## config.mk

```make
export PLATFORM = sky130hd
export DESIGN_NAME = dmem_arb
export DESIGN_NICKNAME = d
export VERILOG_FILES = /design/src/rtl/dmem_arb.sv
export SDC_FILE = /design/constraint.sdc
export NUM_CORES = 1
export LEC_CHECK = 0
export CAP_MARGIN = 20
export CORE_AREA = 2 2 171 173
export CTS_BUF_LIST = sky130_fd_sc_hd__clkbuf_4 sky130_fd_sc_hd__clkbuf_8
export DETAILED_ROUTE_END_ITERATION = 10
export DIE_AREA = 0 0 173 175
export GPL_TIMING_DRIVEN = 0
export PLACE_DENSITY = 0.62
export SYNTH_ARGS = -nofsm -noshare
export SYNTH_HDL_FRONTEND = slang
export SYNTH_SLANG_ARGS = --single-unit
```

## constraint.sdc

```tcl
create_clock -name clk -period 3 [get_ports clk]
set_clock_uncertainty 0.1 [all_clocks]
set_input_delay 0.45 -clock clk [delete_from_list [all_inputs] [get_ports clk]]
set_output_delay 0.45 -clock clk [all_outputs]
set_load 0.02 [all_outputs]
```

## src/rtl/dmem_arb.sv

```systemverilog
// Two-master arbiter and access sequencer for the 4 KiB data memory.
// Round-robin arbitration with bounded locking, misalignment rejection, load extension.
module dmem_arb #(
  parameter int LOCK_MAX = 4
) (
  input  logic        clk,
  input  logic        rst_n,
  input  logic        m0_req,
  input  logic        m0_we,
  input  logic [11:0] m0_addr,
  input  logic [1:0]  m0_size,
  input  logic        m0_uns,
  input  logic        m0_lock,
  input  logic [63:0] m0_wdata,
  output logic        m0_gnt,
  output logic        m0_rvalid,
  output logic        m0_err,
  output logic [63:0] m0_rdata,
  input  logic        m1_req,
  input  logic        m1_we,
  input  logic [11:0] m1_addr,
  input  logic [1:0]  m1_size,
  input  logic        m1_uns,
  input  logic        m1_lock,
  input  logic [63:0] m1_wdata,
  output logic        m1_gnt,
  output logic        m1_rvalid,
  output logic        m1_err,
  output logic [63:0] m1_rdata,
  output logic        mem_cs,
  output logic        mem_rw,
  output logic [11:0] mem_addr,
  output logic [1:0]  mem_word,
  output logic [63:0] mem_dataw,
  input  logic [63:0] mem_datar
);

  localparam logic [3:0] LOCK_LIM = 4'(LOCK_MAX);

  logic        last_gnt;
  logic        lock_hold;
  logic [3:0]  lock_cnt;

  logic        any_req;
  logic        win;
  logic        other_req;
  logic        sel_we;
  logic [11:0] sel_addr;
  logic [1:0]  sel_size;
  logic        sel_uns;
  logic        sel_lock;
  logic [63:0] sel_wdata;
  logic        misaligned;
  logic [63:0] ext_data;

  // Winner selection; with no request the mux defaults to master 0's fields.
  always_comb begin
    any_req = m0_req | m1_req;
    win     = m1_req;
    if (m0_req && m1_req) begin
      win = (lock_hold && (lock_cnt < LOCK_LIM)) ? last_gnt : ~last_gnt;
    end
    other_req = win ? m0_req : m1_req;
    m0_gnt    = any_req & ~win;
    m1_gnt    = any_req & win;
    sel_we    = win ? m1_we    : m0_we;
    sel_addr  = win ? m1_addr  : m0_addr;
    sel_size  = win ? m1_size  : m0_size;
    sel_uns   = win ? m1_uns   : m0_uns;
    sel_lock  = win ? m1_lock  : m0_lock;
    sel_wdata = win ? m1_wdata : m0_wdata;
  end

  always_comb begin
    misaligned = 1'b0;
    case (sel_size)
      2'd0:    misaligned = 1'b0;
      2'd1:    misaligned = sel_addr[0];
      2'd2:    misaligned = |sel_addr[1:0];
      default: misaligned = |sel_addr[2:0];
    endcase
    mem_cs    = any_req & ~misaligned;
    mem_rw    = mem_cs & sel_we;
    mem_addr  = sel_addr;
    mem_word  = sel_size;
    mem_dataw = sel_wdata;
  end

  always_comb begin
    ext_data = mem_datar;
    case (sel_size)
      2'd0:    ext_data = {{56{~sel_uns & mem_datar[7]}},  mem_datar[7:0]};
      2'd1:    ext_data = {{48{~sel_uns & mem_datar[15]}}, mem_datar[15:0]};
      2'd2:    ext_data = {{32{~sel_uns & mem_datar[31]}}, mem_datar[31:0]};
      default: ext_data = mem_datar;
    endcase
  end

  // Lock bookkeeping: the streak only grows while the other master is waiting.
  always_ff @(posedge clk or negedge rst_n) begin
    if (!rst_n) begin
      last_gnt  <= 1'b1;
      lock_hold <= 1'b0;
      lock_cnt  <= 4'd0;
    end else if (any_req) begin
      last_gnt  <= win;
      lock_hold <= sel_lock;
      if (!sel_lock || (win != last_gnt)) begin
        lock_cnt <= 4'd0;
      end else if (lock_hold && other_req && (lock_cnt < LOCK_LIM)) begin
        lock_cnt <= lock_cnt + 4'd1;
      end
    end
  end

  always_ff @(posedge clk or negedge rst_n) begin
    if (!rst_n) begin
      m0_rvalid <= 1'b0;
      m0_err    <= 1'b0;
      m0_rdata  <= '0;
      m1_rvalid <= 1'b0;
      m1_err    <= 1'b0;
      m1_rdata  <= '0;
    end else begin
      m0_rvalid <= m0_gnt;
      m0_err    <= m0_gnt & misaligned;
      m0_rdata  <= (m0_gnt && !misaligned && !sel_we) ? ext_data : '0;
      m1_rvalid <= m1_gnt;
      m1_err    <= m1_gnt & misaligned;
      m1_rdata  <= (m1_gnt && !misaligned && !sel_we) ? ext_data : '0;
    end
  end

endmodule

```

# After elaboration in Yosys (flattened, before gate mapping)
# Index checks and enable logic that the tools add are counted.
[totals] rom_bits=0 latchBits=0 n_memories=0 reg_bits=138 mem_bits_rw=0
[op_classes] eq_ne=3 n_mux=15 multipliers=0 div_mod_pow=0 n_lt_le_gt_ge=1 n_addsub=1 reduce_logical=17 n_shift=0 bitwise=14
[ops] cell="$mux W64" count=3
[ops] cell="$pmux W64 S3" count=1
[ops] cell="$mux W12" count=1
[ops] cell="$and A1 B1 Y1" count=9
[ops] cell="$logic_and A1 B1 Y1" count=8
[ops] cell="$mux W4" count=2
[ops] cell="$mux W1" count=6
[ops] cell="$add A4 B1 Y4 const B" count=1
[ops] cell="$lt A4 B3 Y1 const B" count=1
[ops] cell="$not A1 Y1" count=4
[ops] cell="$logic_not A1 Y1" count=3
[ops] cell="$pmux W1 S3" count=1
[ops] cell="$reduce_or A3 Y1" count=1
[ops] cell="$eq A2 B1 Y1 const B" count=1
[ops] cell="$eq A2 B2 Y1 const B" count=1
[ops] cell="$logic_not A2 Y1" count=1
[ops] cell="$mux W2" count=1
[ops] cell="$reduce_and A2 Y1" count=1
[ops] cell="$reduce_bool A2 Y1" count=1
[ops] cell="$reduce_or A2 Y1" count=1
[ops] cell="$logic_or A1 B1 Y1" count=1
[ops] cell="$ne A1 B1 Y1" count=1
[ops] cell="$or A1 B1 Y1" count=1

# Logic depth before layout (Yosys ltp)
[logic_depth] depth_word=11 depth_mapped=10 ltp_nobuf=7

# Least setup slack after synthesis
# OpenSTA, ideal clock, no wires.
[synth_path] path_kind="register to output" from="register lock_cnt[2]" to="output port mem_addr[0]" slack_ns=-0.036 t_arrival_ns=2.486 path_stages_with_launch=9 n_path_buf=2 required_ns=2.450 path_cell_list="dfrtp_1 > nor3b_4 > mux2i_2 > nand2_1 > inv_1 > clkbuf_1 > clkbuf_1 > nand2_1 > nand2_1"
[synth_between] elab_chain_len=5
[synth_lines] item="from (decl)" line_no="42" text="logic [3:0] lock_cnt;"
[synth_lines] item="from (signal assigned)" line_no="111" text="lock_cnt <= lock_cnt + 4'd1;"
[synth_lines] item="$lt A4 B3 Y1" line_no="61" text="win = (lock_hold && (lock_cnt < LOCK_LIM)) ? last_gnt : ~last_gnt;"
[synth_lines] item="$logic_and A1 B1 Y1" line_no="61"
[synth_lines] item="$mux W1" line_no="61"
[synth_lines] item="$mux W1" line_no="60" text="if (m0_req && m1_req) begin"
[synth_lines] item="$mux W12" line_no="67" text="sel_addr = win ? m1_addr : m0_addr;"
[synth_lines] item="to (decl)" line_no="32" text="output logic [11:0] mem_addr,"
# Every way passes these cells.

# Worst setup path in the final report
[layout_path] from="register lock_cnt[2]" to="output port mem_rw"
[layout_between] elab_chain_len=10 elab_cells_between_ends=16 classes_between="order compare: 1; eq/ne: 2; mux: 6; bitwise: 3; reduce/logical: 4"
[layout_lines] item="$lt A4 B3 Y1 *" line_no="61"
[layout_lines] item="$logic_and A1 B1 Y1 *" line_no="61"
[layout_lines] item="$mux W1 *" line_no="61"
[layout_lines] item="$mux W1 *" line_no="60"
[layout_lines] item="$mux W2 / $mux W12 (equally long branches)" line_no="68, 67"
[layout_lines] item="$eq A2 B2 Y1 (tied with other cells)" line_no="76" text="case (sel_size)"
[layout_lines] item="$pmux W1 S3" line_no="76"
[layout_lines] item="$not A1 Y1" line_no="82" text="mem_cs = any_req & ~misaligned;"
[layout_lines] item="$and A1 B1 Y1" line_no="82"
[layout_lines] item="$and A1 B1 Y1 *" line_no="83" text="mem_rw = mem_cs & sel_we;"
[layout_lines] item="to (decl)" line_no="31" text="output logic mem_rw,"
# Every way passes the cells marked *; elsewhere a longest branch is shown, timed or not.

==> impl_metrics.tcl <==
set metrics [dict create \
    cpMaxStageDelayCell "sky130_fd_sc_hd__dfrtp_1" \
    synth_area_leaders "sky130_fd_sc_hd__dfrtp_1 (55%), sky130_fd_sc_hd__nand2_1 (15%), sky130_fd_sc_hd__nor2b_1 (6.8%)" \
    detail_route.iter0.violations 519 \
    antenna_violations_before_repair 0 \
    wl_per_cell_um 19.7 \
    detailroute.via_count 7151 \
    rows 62 \
    finalWorstPathRequiredPeriod_ns 3.00 \
    io_buffers 442 \
    timing.critical_path.cells "nor3b_4 -> mux2i_4 -> buf_6 -> buf_6 -> a221oi_4 -> o311ai_4 -> nor3_2 -> buf_4" \
    areaGrowthSynthToFinish_pct 101 \
    met2RoutedLength_mm 16.8 \
    vdd_ir_drop_max_mv 0.247 \
    synth.yosys.seq_area_share_pct 54.9 \
    globalRouteOverflowTotal 0 \
    die_h_um 175 \
    synthArstFlopShare_pct 100 \
    diodes 0 \
    dr_wl_met3_mm 2.04 \
    max-clock-path-buffers 2 \
    hold_path_class "reg2reg" \
    timing.critical_path.mode_cell "sky130_fd_sc_hd__buf_6" \
    worstSetupStartpoint "lock_cnt[2]" \
    comb_power_share_pct 38.1 \
    critical_path_required_ns 2.45 \
    r2r-start "lock_cnt[2]" \
    maxCapViolations 0 \
    number_of_global_route_vias_before_repair 6922 \
    worst_hold_path.endpoint "lock_hold" \
    timing.hold.worst.start "lock_hold" \
    timing.slew.headroom_pct 42.9 \
    synth_cell_type_count 35 \
    final_cell_area_um2 12700 \
    worst_path_arrival_ns 2.45 \
    cts_tree "yes" \
    failed_checks "negative setup slack" \
    grt_pass1_wl_mm 44.7 \
    fp.dieArea_um2 30300 \
    final_nets 1445 \
    syn_nets 950 \
    clock.fmax_mhz 333 \
    critPathLaunchType "flip-flop" \
    synth_cells 719 \
    hpwl_detailed_mm 24.3 \
    max_slew.worst_pin.slew_ns 0.857 \
    power_switching_w 0.00205 \
    most_repeated_cell_in_the_gate_level_netlist_after_synthesis "sky130_fd_sc_hd__nand2_1" \
    synth-warning-count 0 \
    int_pwr_w 0.00361 \
    yosys.area.top_type "sky130_fd_sc_hd__dfrtp_1" \
    drt_first_pass_iters 5 \
    timing.reg2reg.setup_slack_ns 0.13 \
    seqPwrFrac_pct 34.4 \
    r2r_cells 11 \
    route.top_layer_used "met4" \
    clkLatencyLatePin_ns 0.47 \
    drive_gt1_share_pct 22.3 \
    grt_resource_usage_total_pct 19.8 \
    cts_num_sinks 138 \
    rsz0062_at_grt "true" \
    cts_made_buffers 17 \
    io_pins 444 \
    clock_transition_at_the_registers_of_the_reported_paths_ns 0.09 \
    postRouteWirelength_mm 31.7 \
    power_switching_share_pct 36.3 \
    drt-met1-wl_mm 12.1 \
    endpoint_kind "output port" \
    detail-route-antenna-nets 0 \
    syn-cell-area_um2 6290 \
    start_util_pct 22.2 \
    power_leakage_nw 5.74 \
    floorplan.core_area_um2 28400 \
    final_setup_tns_ns -0.00112 \
    cts_root_buffer "sky130_fd_sc_hd__clkbuf_8" \
    yosys_register_bits 138 \
    detail_route.drc_violations 0 \
    r2r_end "m0_rdata[52]" \
    crit_path_max_fanout 3 \
    chipWidth_um 173 \
    status "finished, violations left" \
    vias_per_cell 4.44 \
    dominantRegCellSynth "sky130_fd_sc_hd__dfrtp_1" \
    maxSlewViolCount 0 \
    grt_max_degree 72 \
    placement.cell_area_um2 11200 \
    report.final.hold_viol_count 0 \
    postLayoutSetupSlackWorst_ns -0.00112 \
    syn_avg_cell_area_um2 8.75 \
    powerDensity_nw_per_um2 447 \
    final.period_utilization_pct 100 \
    h-tree-depth 4 \
    share_of_the_synthesized_area_in_the_top_cell_type_pct 54.5 \
    share_clk_of_total_power_pct 27.5 \
    synth-edff-count 0 \
    timing.final.setup_violations 1 \
    cp_slowest_stage_delay_ns 0.41 \
    synth_common_cells "sky130_fd_sc_hd__nand2_1 (251), sky130_fd_sc_hd__dfrtp_1 (137), sky130_fd_sc_hd__nor2b_1 (68)" \
    hold_path_depth 2 \
    setup.worst_path.class "reg2out" \
    globalplace.congestion 0.894 \
]
==> logic make-up (layout without fill, tap and decap cells) <==
family          count (synthesis)  after routing  synth area share (%)
compound gates                124            124                  12.9
flops                         138            138                  54.9
simple gates                  379            379                  26.2
buf+inv                        68            576                  4.20
fa+ha+maj                       1              1                 0.199
mux                             9              9                  1.53
==> cell usage in the layout, fill, tap and decap left out, types with 3 or more instances in the layout <==
cell type                           n
sky130_fd_sc_hd__dfrtp_1          137
sky130_fd_sc_hd__nor2b_1           68
sky130_fd_sc_hd__buf_6             56
sky130_fd_sc_hd__buf_12             4
sky130_fd_sc_hd__nor2_1            37
sky130_fd_sc_hd__nand3b_1           4
sky130_fd_sc_hd__buf_2             16
sky130_fd_sc_hd__clkbuf_8          19
sky130_fd_sc_hd__a211oi_1          34
sky130_fd_sc_hd__clkbuf_1          22
sky130_fd_sc_hd__a21oi_1           42
sky130_fd_sc_hd__mux2i_4            3
sky130_fd_sc_hd__nand3_1            6
sky130_fd_sc_hd__a22o_1             3
sky130_fd_sc_hd__nand2_4           22
sky130_fd_sc_hd__clkdlybuf4s50_1  359
sky130_fd_sc_hd__clkbuf_2           8
sky130_fd_sc_hd__clkbuf_16          7
sky130_fd_sc_hd__o22ai_1           31
sky130_fd_sc_hd__inv_1             11
sky130_fd_sc_hd__o21ai_0            3
sky130_fd_sc_hd__inv_6              4
sky130_fd_sc_hd__clkinv_8           5
sky130_fd_sc_hd__mux2i_1            4
sky130_fd_sc_hd__buf_4             45
sky130_fd_sc_hd__inv_8              5
sky130_fd_sc_hd__nand2_1          179
sky130_fd_sc_hd__buf_8              7
sky130_fd_sc_hd__nand2_2           49
==> stage by stage <==
| stage | power, W | hold slack, ns | utilization [%] | setup slack [ns] | instances |
|---|---|---|---|---|---|
| detailed placement | 0.00381 | 0.385 | 39.5 | -1.49 | 1546 |
| CTS | 0.00553 | 0.353 | 42.3 | -0.139 | 1600 |
| global placement | 0.00380 | 0.377 | 39.4 | -4.01 | 1545 |
| floorplan | 0.00280 | 0.0544 | - | 0.0415 | 719 |
| finish | 0.00567 | 0.399 | 44.6 | -0.00112 | 1611 |
| global route | 0.00590 | 0.407 | 44.6 | -0.121 | 1611 |
==> critical path, delay by kind of cell, from the launching register on <==
kind | cells | cell delay [ns]
buf+inv | 3 | 0.45
compound gates | 2 | 0.45
flops | 1 | 0.41
simple gates | 2 | 0.35
mux | 1 | 0.32
==> repair_timing <==
| item | CTS | global route |
|---|---|---|
| hold buffers | 1 | 0 |
| resized for setup | 516 | 162 |
| cloned | 2 | 7 |
| hold endpoints to repair | 67 | 0 |
| buffers inserted | 21 | 6 |
| setup endpoints to repair | 217 | 149 |
| pin swaps | 5 | 41 |
==> worst max path at each step <==
| stage | endpoint | slack [ns] | cells after the start |
|---|---|---|---|
| after floorplan | mem_dataw[47] | 0.04 | 9 |
| after global placement | m1_rdata[13] | -4.01 | 1 |
| after detailed placement | mem_dataw[55] | -1.49 | 10 |
| after CTS | mem_cs | -0.14 | 8 |
| after global routing | mem_rw | -0.12 | 8 |
| final | mem_rw | -0.001 | 8 |
==> layout make-up <==
cell class              count  area, µm²
fillers                  2760      15700
repair buffers            479       4850
flip-flops and latches    138       3450
multi-input cells         513       3020
well taps                 384        480
plain buffers              53        400
clock buffers              17        234
clock inverters            15        173
inverters                  12       57.6
==> power groups by stage <==
stage | clock, W | combinational [W] | sequential (W)
5_1_grt | 0.00167 | 0.00227 | 0.00196
6_report | 0.00156 | 0.00216 | 0.00195
3_5_place_dp | 0 | 0.00183 | 0.00199
2_1_floorplan | 0 | 0.000726 | 0.00207
4_1_cts | 0.00161 | 0.00197 | 0.00195
3_3_place_gp | 0 | 0.00181 | 0.00199
==> state kept, by name, indices dropped and copies added, names as in the netlist <==
name / flops
m0_rdata: 64
m1_rdata: 64
lock_cnt: 4
last_gnt: 1
lock_hold: 1
m0_err: 1
m0_rvalid: 1
m1_err: 1
m1_rvalid: 1
==> routing by layer <==
metal / vias up / GRT usage [%]
met2: 336 / 36.8
met5: - / 0
li1: 3354 / -
met1: 3419 / 22.0
met4: 0 / 5.69
met3: 42 / 5.33
No activity file was read; power rests on OpenSTA's default activity.
